**src/rtl/dcache_ctrl_if.sv**
```systemverilog
// dcache_ctrl_if: CPU data port plus block-memory port of the data cache.
// slave = cache view, master = CPU/memory environment view.
interface dcache_ctrl_if;
  logic        READ;
  logic        WRITE;
  logic [7:0]  ADDRESS;
  logic [7:0]  WRITEDATA;
  logic [7:0]  READDATA;
  logic        BUSYWAIT;
  logic        MEM_READ;
  logic        MEM_WRITE;
  logic [5:0]  MEM_ADDRESS;
  logic [31:0] MEM_WRITEDATA;
  logic [31:0] MEM_READDATA;
  logic        MEM_BUSYWAIT;

  modport slave (
    input  READ, WRITE, ADDRESS, WRITEDATA, MEM_READDATA, MEM_BUSYWAIT,
    output READDATA, BUSYWAIT, MEM_READ, MEM_WRITE, MEM_ADDRESS, MEM_WRITEDATA
  );

  modport master (
    output READ, WRITE, ADDRESS, WRITEDATA, MEM_READDATA, MEM_BUSYWAIT,
    input  READDATA, BUSYWAIT, MEM_READ, MEM_WRITE, MEM_ADDRESS, MEM_WRITEDATA
  );
endinterface

```
**src/rtl/dcache_ctrl.sv**
```systemverilog
// dcache_ctrl: direct-mapped write-back data cache controller, 8 blocks of 4 bytes.
// Define DCACHE_STATS_EN to add saturating HIT_COUNT / MISS_COUNT outputs.
module dcache_ctrl #(
  parameter  int INDEX_BITS = 3,
  localparam int TAG_BITS   = 8 - INDEX_BITS - 2,
  localparam int NUM_SETS   = 2 ** INDEX_BITS
) (
  input  logic         CLK,
  input  logic         RESET,
  dcache_ctrl_if.slave bus
`ifdef DCACHE_STATS_EN
  ,
  output logic [15:0]  HIT_COUNT,
  output logic [15:0]  MISS_COUNT
`endif
);
  typedef enum logic [1:0] {
    S_IDLE      = 2'd0,
    S_WRITEBACK = 2'd1,
    S_FETCH     = 2'd2,
    S_UPDATE    = 2'd3
  } state_t;

  state_t                         state_r, state_n;
  logic [31:0]                    data_r [NUM_SETS];
  logic [TAG_BITS-1:0]            tag_r  [NUM_SETS];
  logic [NUM_SETS-1:0]            valid_r, dirty_r;
  logic [TAG_BITS-1:0]            miss_tag_r;
  logic [INDEX_BITS-1:0]          miss_idx_r;
  logic [31:0]                    fill_r;
  logic [7:0]                     readdata_r;
  logic                           busy_seen_r;

  logic [TAG_BITS-1:0]            req_tag_s;
  logic [INDEX_BITS-1:0]          req_idx_s;
  logic [1:0]                     req_off_s;
  logic                           req_s, hit_s, done_s, wr_hit_s;
  logic [7:0]                     sel_byte_s, rdata_s;
  logic                           busy_s, mem_rd_s, mem_wr_s;
  logic [TAG_BITS+INDEX_BITS-1:0] mem_addr_s;
  logic [31:0]                    mem_wdata_s;

  assign req_tag_s  = bus.ADDRESS[7 -: TAG_BITS];
  assign req_idx_s  = bus.ADDRESS[INDEX_BITS+1:2];
  assign req_off_s  = bus.ADDRESS[1:0];
  assign req_s      = bus.READ | bus.WRITE;
  assign hit_s      = valid_r[req_idx_s] && (tag_r[req_idx_s] == req_tag_s);
  assign sel_byte_s = data_r[req_idx_s][{req_off_s, 3'b000} +: 8];
  // Memory handshake completes only on a low MEM_BUSYWAIT that follows a seen high.
  assign done_s     = busy_seen_r & ~bus.MEM_BUSYWAIT;

  assign bus.READDATA      = rdata_s;
  assign bus.BUSYWAIT      = busy_s;
  assign bus.MEM_READ      = mem_rd_s;
  assign bus.MEM_WRITE     = mem_wr_s;
  assign bus.MEM_ADDRESS   = mem_addr_s;
  assign bus.MEM_WRITEDATA = mem_wdata_s;

  // Next-state and combinational outputs; hits are served entirely in IDLE.
  always_comb begin
    state_n     = state_r;
    busy_s      = 1'b0;
    mem_rd_s    = 1'b0;
    mem_wr_s    = 1'b0;
    mem_addr_s  = 6'h00;
    mem_wdata_s = 32'h0000_0000;
    rdata_s     = readdata_r;
    wr_hit_s    = 1'b0;
    case (state_r)
      S_IDLE: begin
        if (req_s && !hit_s) begin
          busy_s = 1'b1;
          if (valid_r[req_idx_s] && dirty_r[req_idx_s]) begin
            state_n = S_WRITEBACK;
          end else begin
            state_n = S_FETCH;
          end
        end else if (bus.WRITE && hit_s) begin
          wr_hit_s = 1'b1;
        end else if (bus.READ && hit_s) begin
          rdata_s = sel_byte_s;
        end else begin
          state_n = S_IDLE;
        end
      end
      S_WRITEBACK: begin
        busy_s      = 1'b1;
        mem_wr_s    = 1'b1;
        mem_addr_s  = {tag_r[miss_idx_r], miss_idx_r};
        mem_wdata_s = data_r[miss_idx_r];
        if (done_s) begin
          state_n = S_FETCH;
        end else begin
          state_n = S_WRITEBACK;
        end
      end
      S_FETCH: begin
        busy_s     = 1'b1;
        mem_rd_s   = 1'b1;
        mem_addr_s = {miss_tag_r, miss_idx_r};
        if (done_s) begin
          state_n = S_UPDATE;
        end else begin
          state_n = S_FETCH;
        end
      end
      S_UPDATE: begin
        busy_s  = 1'b1;
        state_n = S_IDLE;
      end
      default: begin
        state_n = S_IDLE;
      end
    endcase
  end

  // Control state: FSM, valid/dirty bits, miss context and fill buffer.
  always_ff @(posedge CLK) begin
    if (RESET) begin
      state_r     <= S_IDLE;
      valid_r     <= '0;
      dirty_r     <= '0;
      readdata_r  <= 8'h00;
      busy_seen_r <= 1'b0;
      miss_tag_r  <= '0;
      miss_idx_r  <= '0;
      fill_r      <= 32'h0000_0000;
    end else begin
      state_r     <= state_n;
      readdata_r  <= rdata_s;
      busy_seen_r <= (state_n == state_r) ? (busy_seen_r | bus.MEM_BUSYWAIT) : 1'b0;
      if (state_r == S_IDLE && state_n != S_IDLE) begin
        miss_tag_r <= req_tag_s;
        miss_idx_r <= req_idx_s;
      end
      if (state_r == S_FETCH && done_s) begin
        fill_r <= bus.MEM_READDATA;
      end
      if (state_r == S_UPDATE) begin
        valid_r[miss_idx_r] <= 1'b1;
        dirty_r[miss_idx_r] <= 1'b0;
      end else if (wr_hit_s) begin
        dirty_r[req_idx_s] <= 1'b1;
      end
    end
  end

  // Block and tag storage; contents are don't-care while the valid bit is clear.
  always_ff @(posedge CLK) begin
    if (!RESET && state_r == S_UPDATE) begin
      data_r[miss_idx_r] <= fill_r;
      tag_r[miss_idx_r]  <= miss_tag_r;
    end else if (!RESET && wr_hit_s) begin
      data_r[req_idx_s][{req_off_s, 3'b000} +: 8] <= bus.WRITEDATA;
    end
  end

`ifdef DCACHE_STATS_EN
  logic after_update_r;

  // Saturating counters; the replay hit right after a fill is not a hit.
  always_ff @(posedge CLK) begin
    if (RESET) begin
      HIT_COUNT      <= 16'h0000;
      MISS_COUNT     <= 16'h0000;
      after_update_r <= 1'b0;
    end else begin
      after_update_r <= (state_r == S_UPDATE);
      if (state_r == S_IDLE && state_n != S_IDLE && MISS_COUNT != 16'hFFFF) begin
        MISS_COUNT <= MISS_COUNT + 16'h0001;
      end
      if (state_r == S_IDLE && req_s && hit_s && !after_update_r && HIT_COUNT != 16'hFFFF) begin
        HIT_COUNT <= HIT_COUNT + 16'h0001;
      end
    end
  end
`endif
endmodule
```
**src/flat_wrapper.sv**
```systemverilog
// flat-port wrapper written by rule: the top's interface ports become plain ports
module dcache_ctrl_flat 
#(
  parameter  int INDEX_BITS = 3,
  localparam int TAG_BITS   = 8 - INDEX_BITS - 2,
  localparam int NUM_SETS   = 2 ** INDEX_BITS
)
  (CLK, RESET, bus_READ, bus_WRITE, bus_ADDRESS, bus_WRITEDATA, bus_MEM_READDATA, bus_MEM_BUSYWAIT, bus_READDATA, bus_BUSYWAIT, bus_MEM_READ, bus_MEM_WRITE, bus_MEM_ADDRESS, bus_MEM_WRITEDATA);
  dcache_ctrl_if bus_i ();
  input  logic CLK;
  input  logic RESET;
  input wire logic [$bits(bus_i.READ)-1:0] bus_READ;
  input wire logic [$bits(bus_i.WRITE)-1:0] bus_WRITE;
  input wire logic [$bits(bus_i.ADDRESS)-1:0] bus_ADDRESS;
  input wire logic [$bits(bus_i.WRITEDATA)-1:0] bus_WRITEDATA;
  input wire logic [$bits(bus_i.MEM_READDATA)-1:0] bus_MEM_READDATA;
  input wire logic [$bits(bus_i.MEM_BUSYWAIT)-1:0] bus_MEM_BUSYWAIT;
  output wire logic [$bits(bus_i.READDATA)-1:0] bus_READDATA;
  output wire logic [$bits(bus_i.BUSYWAIT)-1:0] bus_BUSYWAIT;
  output wire logic [$bits(bus_i.MEM_READ)-1:0] bus_MEM_READ;
  output wire logic [$bits(bus_i.MEM_WRITE)-1:0] bus_MEM_WRITE;
  output wire logic [$bits(bus_i.MEM_ADDRESS)-1:0] bus_MEM_ADDRESS;
  output wire logic [$bits(bus_i.MEM_WRITEDATA)-1:0] bus_MEM_WRITEDATA;
  assign bus_i.READ = bus_READ;
  assign bus_i.WRITE = bus_WRITE;
  assign bus_i.ADDRESS = bus_ADDRESS;
  assign bus_i.WRITEDATA = bus_WRITEDATA;
  assign bus_i.MEM_READDATA = bus_MEM_READDATA;
  assign bus_i.MEM_BUSYWAIT = bus_MEM_BUSYWAIT;
  assign bus_READDATA = bus_i.READDATA;
  assign bus_BUSYWAIT = bus_i.BUSYWAIT;
  assign bus_MEM_READ = bus_i.MEM_READ;
  assign bus_MEM_WRITE = bus_i.MEM_WRITE;
  assign bus_MEM_ADDRESS = bus_i.MEM_ADDRESS;
  assign bus_MEM_WRITEDATA = bus_i.MEM_WRITEDATA;
  dcache_ctrl #(.INDEX_BITS(INDEX_BITS)) u_core (.CLK(CLK), .RESET(RESET), .bus(bus_i));
endmodule
```
**config.mk**
```make
export PLATFORM = sky130hd
export DESIGN_NAME = dcache_ctrl_flat
export DESIGN_NICKNAME = d
export VERILOG_FILES = /design/src/rtl/dcache_ctrl_if.sv /design/src/rtl/dcache_ctrl.sv /design/src/flat_wrapper.sv
export SDC_FILE = /design/constraint.sdc
export NUM_CORES = 1
export LEC_CHECK = 0
export BUFFER_PORTS_ARGS = -buffer_cell sky130_fd_sc_hd__clkbuf_2
export CORE_UTILIZATION = 61
export DETAILED_ROUTE_END_ITERATION = 10
export GPL_ROUTABILITY_DRIVEN = 0
export HOLD_SLACK_MARGIN = 0.02
export PLACE_DENSITY = 0.8
export SYNTH_ARGS = -nofsm -noshare
export SYNTH_HDL_FRONTEND = slang
export SYNTH_SLANG_ARGS = --single-unit
export TNS_END_PERCENT = 100
```
**constraint.sdc**
```tcl
create_clock -name CLK -period 4.9 [get_ports CLK]
set_input_delay 0.735 -clock CLK [delete_from_list [all_inputs] [get_ports CLK]]
set_output_delay 0.735 -clock CLK [all_outputs]
set_load 0.01 [all_outputs]
```
Word level (Yosys, flattened, before mapping):

Memories as Yosys holds them, arrays and structs flattened. A register that Yosys moved wholly into a read port is not among the register bits.
Cells that the tools add are included.

* flip-flop bits (word level): 65
* bits in writable memories: 280
* input port bits: 53
* output and inout bits: 49
* memories: 2

Memory list
* u_core.data_r: words 8, bits a word 32, rd ports 2, clocked after memory_dff 1, wr ports 1, line dcache_ctrl.sv:25 `logic [31:0] data_r [NUM_SETS];`
* u_core.tag_r: words 8, bits a word 3, rd ports 2, clocked after memory_dff 1, wr ports 1, line dcache_ctrl.sv:26 `logic [TAG_BITS-1:0] tag_r [NUM_SETS];`

* $add $sub $neg: 1
* $lt $le $gt $ge: 4
* equality and inequality tests: 5
* shift-type cells: 3
* mux-type cells: 42
* bitwise operators: 9
* reduce and logical (&&, ||, !) cells: 19

Operators by type and width (count)
* 32-bit 2-to-1 mux: 4
* 8-bit 2-to-1 mux: 6
* 32-bit OR reduction: 1
* 8-bit by 7-bit variable shift with 32-bit output, first input constant: 1
* 32-bit by 6-bit variable part select with 8-bit output: 1
* 8-bit by 7-bit variable part select with 32-bit output: 1
* 8-bit bitwise OR: 2
* 1-bit 2-to-1 mux: 15
* 3-bit 2-to-1 mux: 5
* 6-bit case mux with 2 select lines: 1
* 1-bit logical AND: 11
* 2-bit 2-to-1 mux: 5
* 8-bit AND: 1
* 3-bit by 4-bit < comparator with 1-bit output, second input constant: 2
* 8-bit inverter: 1
* 2-bit case mux with 4 select lines: 1
* 5-bit negator with 7-bit output: 1
* 1-bit binary-select mux with 3-bit select: 2
* 1-bit demux with 3-bit select: 2
* 3-bit by 1-bit >= comparator with 1-bit output, second input constant: 2
* 2-bit == test, second input constant: 2
* 2-bit nonzero test: 2
* 3-bit == test: 1
* 3-bit OR reduction: 1
* 9 further kinds: 12

Depth between registers and ports, before layout:

* depth after elaboration: 13
* depth in mapped cells: 13

Worst setup path before layout:

OpenSTA, ideal clock, no wires.

* path type: input to register
* start: in bus_ADDRESS[4]
* end: mem u_core.data_r[4][10], enable pin
* setup time: 0.370 ns
* data arrival time: 3.237 ns
* data required time: 4.530 ns
* slack: 1.293 ns
* stages: 12
* path through: buf_2 > nor2b_1 > clkbuf_1 > a22oi_1 > and3b_1 > a211oi_1 > nand2_2 > or3_1 > buf_4 > buf_6 > mux2i_2 > nor2_1

* longest elaborated chain between the ends: 13

Ends and longest elaborated chain
* from (decl): line flat_wrapper.sv:14 `input wire logic [$bits(bus_i.ADDRESS)-1:0] bus_ADDRESS;`
* memory 8 x 3 bit or 1-bit binary-select mux with 3-bit select (tied branches)
* 3-bit == test or 1-bit 2-to-1 mux (tied branches): line dcache_ctrl.sv:47 `assign hit_s = valid_r[req_idx_s] && (tag_r[req_idx_s] == req_tag_s);`
* 1-bit logical AND: line dcache_ctrl.sv:47
* 1-bit logical AND or 1-bit logical NOT (tied branches): line dcache_ctrl.sv:78, dcache_ctrl.sv:71
* 1-bit 2-to-1 mux or 1-bit logical AND (tied branches): line dcache_ctrl.sv:78, dcache_ctrl.sv:71
* 1-bit 2-to-1 mux: line dcache_ctrl.sv:71 `if (req_s && !hit_s) begin`
* 1-bit 2-to-1 mux: line dcache_ctrl.sv:69 `case (state_r)`
* 1-bit logical AND: line dcache_ctrl.sv:153 `end else if (!RESET && wr_hit_s) begin`
* 1-bit 2-to-1 mux: line dcache_ctrl.sv:153
* 1-bit 2-to-1 mux: line dcache_ctrl.sv:150 `if (!RESET && state_r == S_UPDATE) begin`
* 32-bit 2-to-1 mux (implied by the code): line dcache_ctrl.sv:154 `data_r[req_idx_s][{req_off_s, 3'b000} +: 8] <= bus.WRITEDATA;`
* 32-bit OR reduction (no source line)
* 3-bit 2-to-1 mux (no source line) or 32-bit 2-to-1 mux (tied branches)
* to (decl): line dcache_ctrl.sv:25

Parallel ways exist; a longest one is shown, timed or not. The select of a mux whose other input is x is not followed.

Worst setup path after layout:

* start: in bus_ADDRESS[2]
* end: out bus_READDATA[2]

* longest elaborated chain between the ends: 8

Ends and longest elaborated chain
* parallel branches: the longest is 6 deep, another holds memory 8 x 32 bit
* 8-bit 2-to-1 mux (*): line dcache_ctrl.sv:71
* 8-bit 2-to-1 mux (*): line dcache_ctrl.sv:69
* to (decl): line flat_wrapper.sv:18 `output wire logic [$bits(bus_i.READDATA)-1:0] bus_READDATA;`

Every way passes the cells marked *. The select of a mux whose other input is x is not followed.

==> impl_metrics.tcl <==
set metrics [dict create \
    status "finished, final reports clean" \
    use_met3_pct 8.06 \
    antenna_cells 0 \
    critical_path.startpoint_type "primary input" \
    place_hpwl_um 32600 \
    die_h_um 167 \
    critical_path_class "primary input to output pin" \
    layout-drive-gt1-share_pct 23.9 \
    row_count 60 \
    timing.rr.start "u_core.valid_r[4]" \
    cts_sinks 348 \
    rr_endpoint "u_core.data_r[4][24]" \
    fp.dieArea_um2 27900 \
    cts_buffers 36 \
    cts_hold_buf 0 \
    whs_ns 0.424 \
    synth_cells 1279 \
    syn-num-nets 1341 \
    start_util_pct 61.9 \
    grt.busiest_layer "met2" \
    post-route-drc-count 0 \
    final_nets 1465 \
    vias 12357 \
    h-tree-depth 2 \
    die_w_um 167 \
    ys.warnings.count 0 \
    synth_cell_type_count 64 \
    fillers 1790 \
    period_needed_ns 4.66 \
    cpPeakStageDelay_ns 0.69 \
    timing.fmax_mhz 214 \
    clock_path_buffers 3 \
    grt_overflow_total 0 \
    p_leak_nw 6.99 \
    grt_antenna_before_repair 1 \
    finClkSkew_ns 0.0186 \
    clk_latency_ns 0.53 \
    syn_to_final_growth_pct 14.0 \
    coreArea_um2 26800 \
    finalCritPeriodShare_pct 95.2 \
    ys_seq_elements 348 \
    setup-violations-final 0 \
    grt_first_pass_wirelength_um 72600 \
    reg2regPathDepth 9 \
    wl_um 48600 \
    synth_top_family_by_area "multiplexers" \
    worstPathMaxFanout 19 \
    worstPathArrival_ns 3.93 \
    synthArstFlopShare_pct 0 \
    avgRoutedWirePerCell_um 27.4 \
    final-max-slew-violation-count 0 \
    slew_headroom_pct 23.7 \
    synthMuxAreaShare_pct 17.1 \
    synthSimpleGateAreaFrac_pct 10.0 \
    synth.avg_cell_area_um2 13.0 \
    top_level_ports 102 \
    post-cts-setup-buffers 0 \
    grt_pass1_vias 12057 \
    min_to "u_core.fill_r[10]" \
    clock-root-buffer "clkbuf_16" \
    whs_path_depth 3 \
    min_from "bus_MEM_READDATA[10]" \
    grtUsageMet1_pct 46.3 \
    cts.repair.resized 0 \
    path_buf_inv 3 \
    ant_nets 0 \
    yosys.area_share.adder_pct 0.679 \
    syn_area_um2 16600 \
    cts_tree "yes" \
    firstDrtPassIters 6 \
    met2_usage_pct 54.3 \
    path_cells "buf_2 -> buf_4 -> nor2_1 -> a221oi_1 -> nor2_1 -> o21ai_0 -> o21ai_0 -> mux2_2 -> clkbuf_2" \
    ir_drop_v 0.000252 \
    rsz0062_at_grt "false" \
    max_cap_violations 0 \
    routed_via_density 6.98 \
    clk_pin_slew_ns 0.06 \
    slowest_stage "o21ai_0" \
    worstPathRequired_ns 4.16 \
    port_buffers 101 \
    power_density_nw_per_um2 371 \
    drt_iter0_markers 1960 \
    synth_xor_area_share_pct 0.106 \
    grt_usage_pct 35.4 \
    worst-r2r-setup-slack_ns 1.40 \
    min_path_type "primary input to flip-flop" \
    path_delay_family "compound AO/OA/AOI/OAI gates" \
    synthFlopType "edfxtp_1" \
    worstMarginPinSlew_ns 1.14 \
    fin_setup_tns_ns 0 \
    endpoint_kind "output pin" \
    ys_seq_area_share_pct 58.9 \
    grt_start_max_net_pins 65 \
    hold_viol_final 0 \
    synth_compound_area_share_pct 10.7 \
    synth_edf_count 280 \
]
-- per-layer routing --
layer | vias to the layer above | wire, um
met2 | 1035 | 22200
met4 | 0 | 2950
li1 | 5168 | -
met3 | 216 | 6330
met5 | - | 0
met1 | 5938 | 17100
-- synthesized netlist by cell type, drive strengths merged (8+ instances only) --
cell type | instances | area (um^2)
ha | 9 | 113
and2 | 16 | 100
a22o | 10 | 87.6
nand2 | 168 | 633
a21oi | 79 | 395
mux2i | 79 | 802
mux2 | 25 | 282
a22oi | 34 | 255
dfxtp | 68 | 1360
clkbuf | 59 | 221
buf | 31 | 151
nand3 | 11 | 55.1
nor2b | 49 | 307
inv | 9 | 33.8
a32o | 8 | 80.1
o21ai | 60 | 300
mux4 | 78 | 1760
nor3 | 10 | 55.1
edfxtp | 280 | 8410
a211oi | 9 | 67.6
a221oi | 26 | 228
nor2 | 91 | 342
a21o | 8 | 60.1
-- cell type report --
class / instances / area (um^2) / area share [%]
Clock inverter: 19 / 199 / 1.05
Timing Repair Buffer: 176 / 1090 / 5.78
Clock buffer: 45 / 956 / 5.05
Sequential cell: 348 / 9780 / 51.7
Inverter: 10 / 37.5 / 0.198
Multi-Input combinational cell: 831 / 6430 / 34.0
Tap cell: 341 / 427 / 2.25
-- state kept, by name, summed over array words and instances (netlist names), named ones only --
signal	cells
u_core.tag_r	24
u_core.valid_r	8
u_core.data_r	256
u_core.miss_tag_r	3
u_core.state_r	2
u_core.miss_idx_r	3
u_core.fill_r	32
u_core.dirty_r	8
u_core.readdata_r	8
u_core.busy_seen_r	1
-- power breakdown --
| part | internal, mW | switching [mW] |
|---|---|---|
| logic | 0.411 | 0.555 |
| registers | 3.22 | 0.116 |
| clock network | 1.60 | 1.11 |
-- worst register-to-register path, stage by stage, from the launching register on --
cell	delay, ns
dfxtp_1	0.34
nor2b_1	0.15
a211oi_1	0.06
o32a_1	0.36
a211oi_1	0.45
nand2_2	0.11
buf_4	0.18
nor2_1	0.34
a21oi_1	0.28
nor2_1	0.83
-- worst max-delay path by stage --
stage,endpoint,from,slack [ns],cells after the start
6_report,bus_READDATA[2],bus_ADDRESS[2],0.24,9
5_1_grt,bus_READDATA[2],bus_ADDRESS[2],0.28,9
4_1_cts,bus_READDATA[4],bus_ADDRESS[2],0.58,10
3_5_place_dp,bus_READDATA[4],bus_ADDRESS[2],0.60,10
3_3_place_gp,bus_READDATA[4],bus_ADDRESS[2],0.66,10
2_1_floorplan,u_core.data_r[4][10],bus_ADDRESS[4],1.29,12
-- per-stage QoR --
| stage | util [%] | instances | total power [mW] | setup slack (ns) | cell area, um^2 |
|---|---|---|---|---|---|
| finish | 70.6 | 1770 | 7.01 | 0.235 | 18900 |
| global route | 70.6 | 1770 | 7.18 | 0.280 | 18900 |
| CTS | 70.6 | 1770 | 7.00 | 0.579 | 18900 |
| detailed placement | 66.3 | 1706 | 4.34 | 0.595 | 17800 |
| global placement | 66.3 | 1706 | 4.33 | 0.661 | 17800 |
| floorplan | - | 1279 | 4.01 | 1.29 | 16600 |
-- logic make-up (layout without fill, tap and decap cells) --
family,count (synthesis),in the layout
buffers and inverters,100,250
and+or+nand+nor,367,367
xor gates and xnor gates,2,2
DFF,348,348
muxes,182,182
adders and majority gates,9,9
AOI/OAI and AO/OA,271,271
-- placed cells by master (no fill, tap or decap), drive strengths merged, types with 3 or more instances in the layout --
cell    instances
a21oi          79
o31ai           3
dfxtp          68
o21ai          60
nand3          11
buf            76
edfxtp        280
nand2         168
bufinv          4
a22o           10
mux2i          79
a211oi          9
ha              9
inv            11
nor2b          49
nor3b           5
a31oi           5
a21o            8
nor3           10
nand2b          3
a222oi          3
a221oi         26
and2           16
a22oi          34
nor2           91
mux2           25
and3            4
clkbuf        145
a32o            8
mux4           78
clkinv         13
o211ai          4
a221o           5
Note: power is estimated with default switching activity, not from simulation.
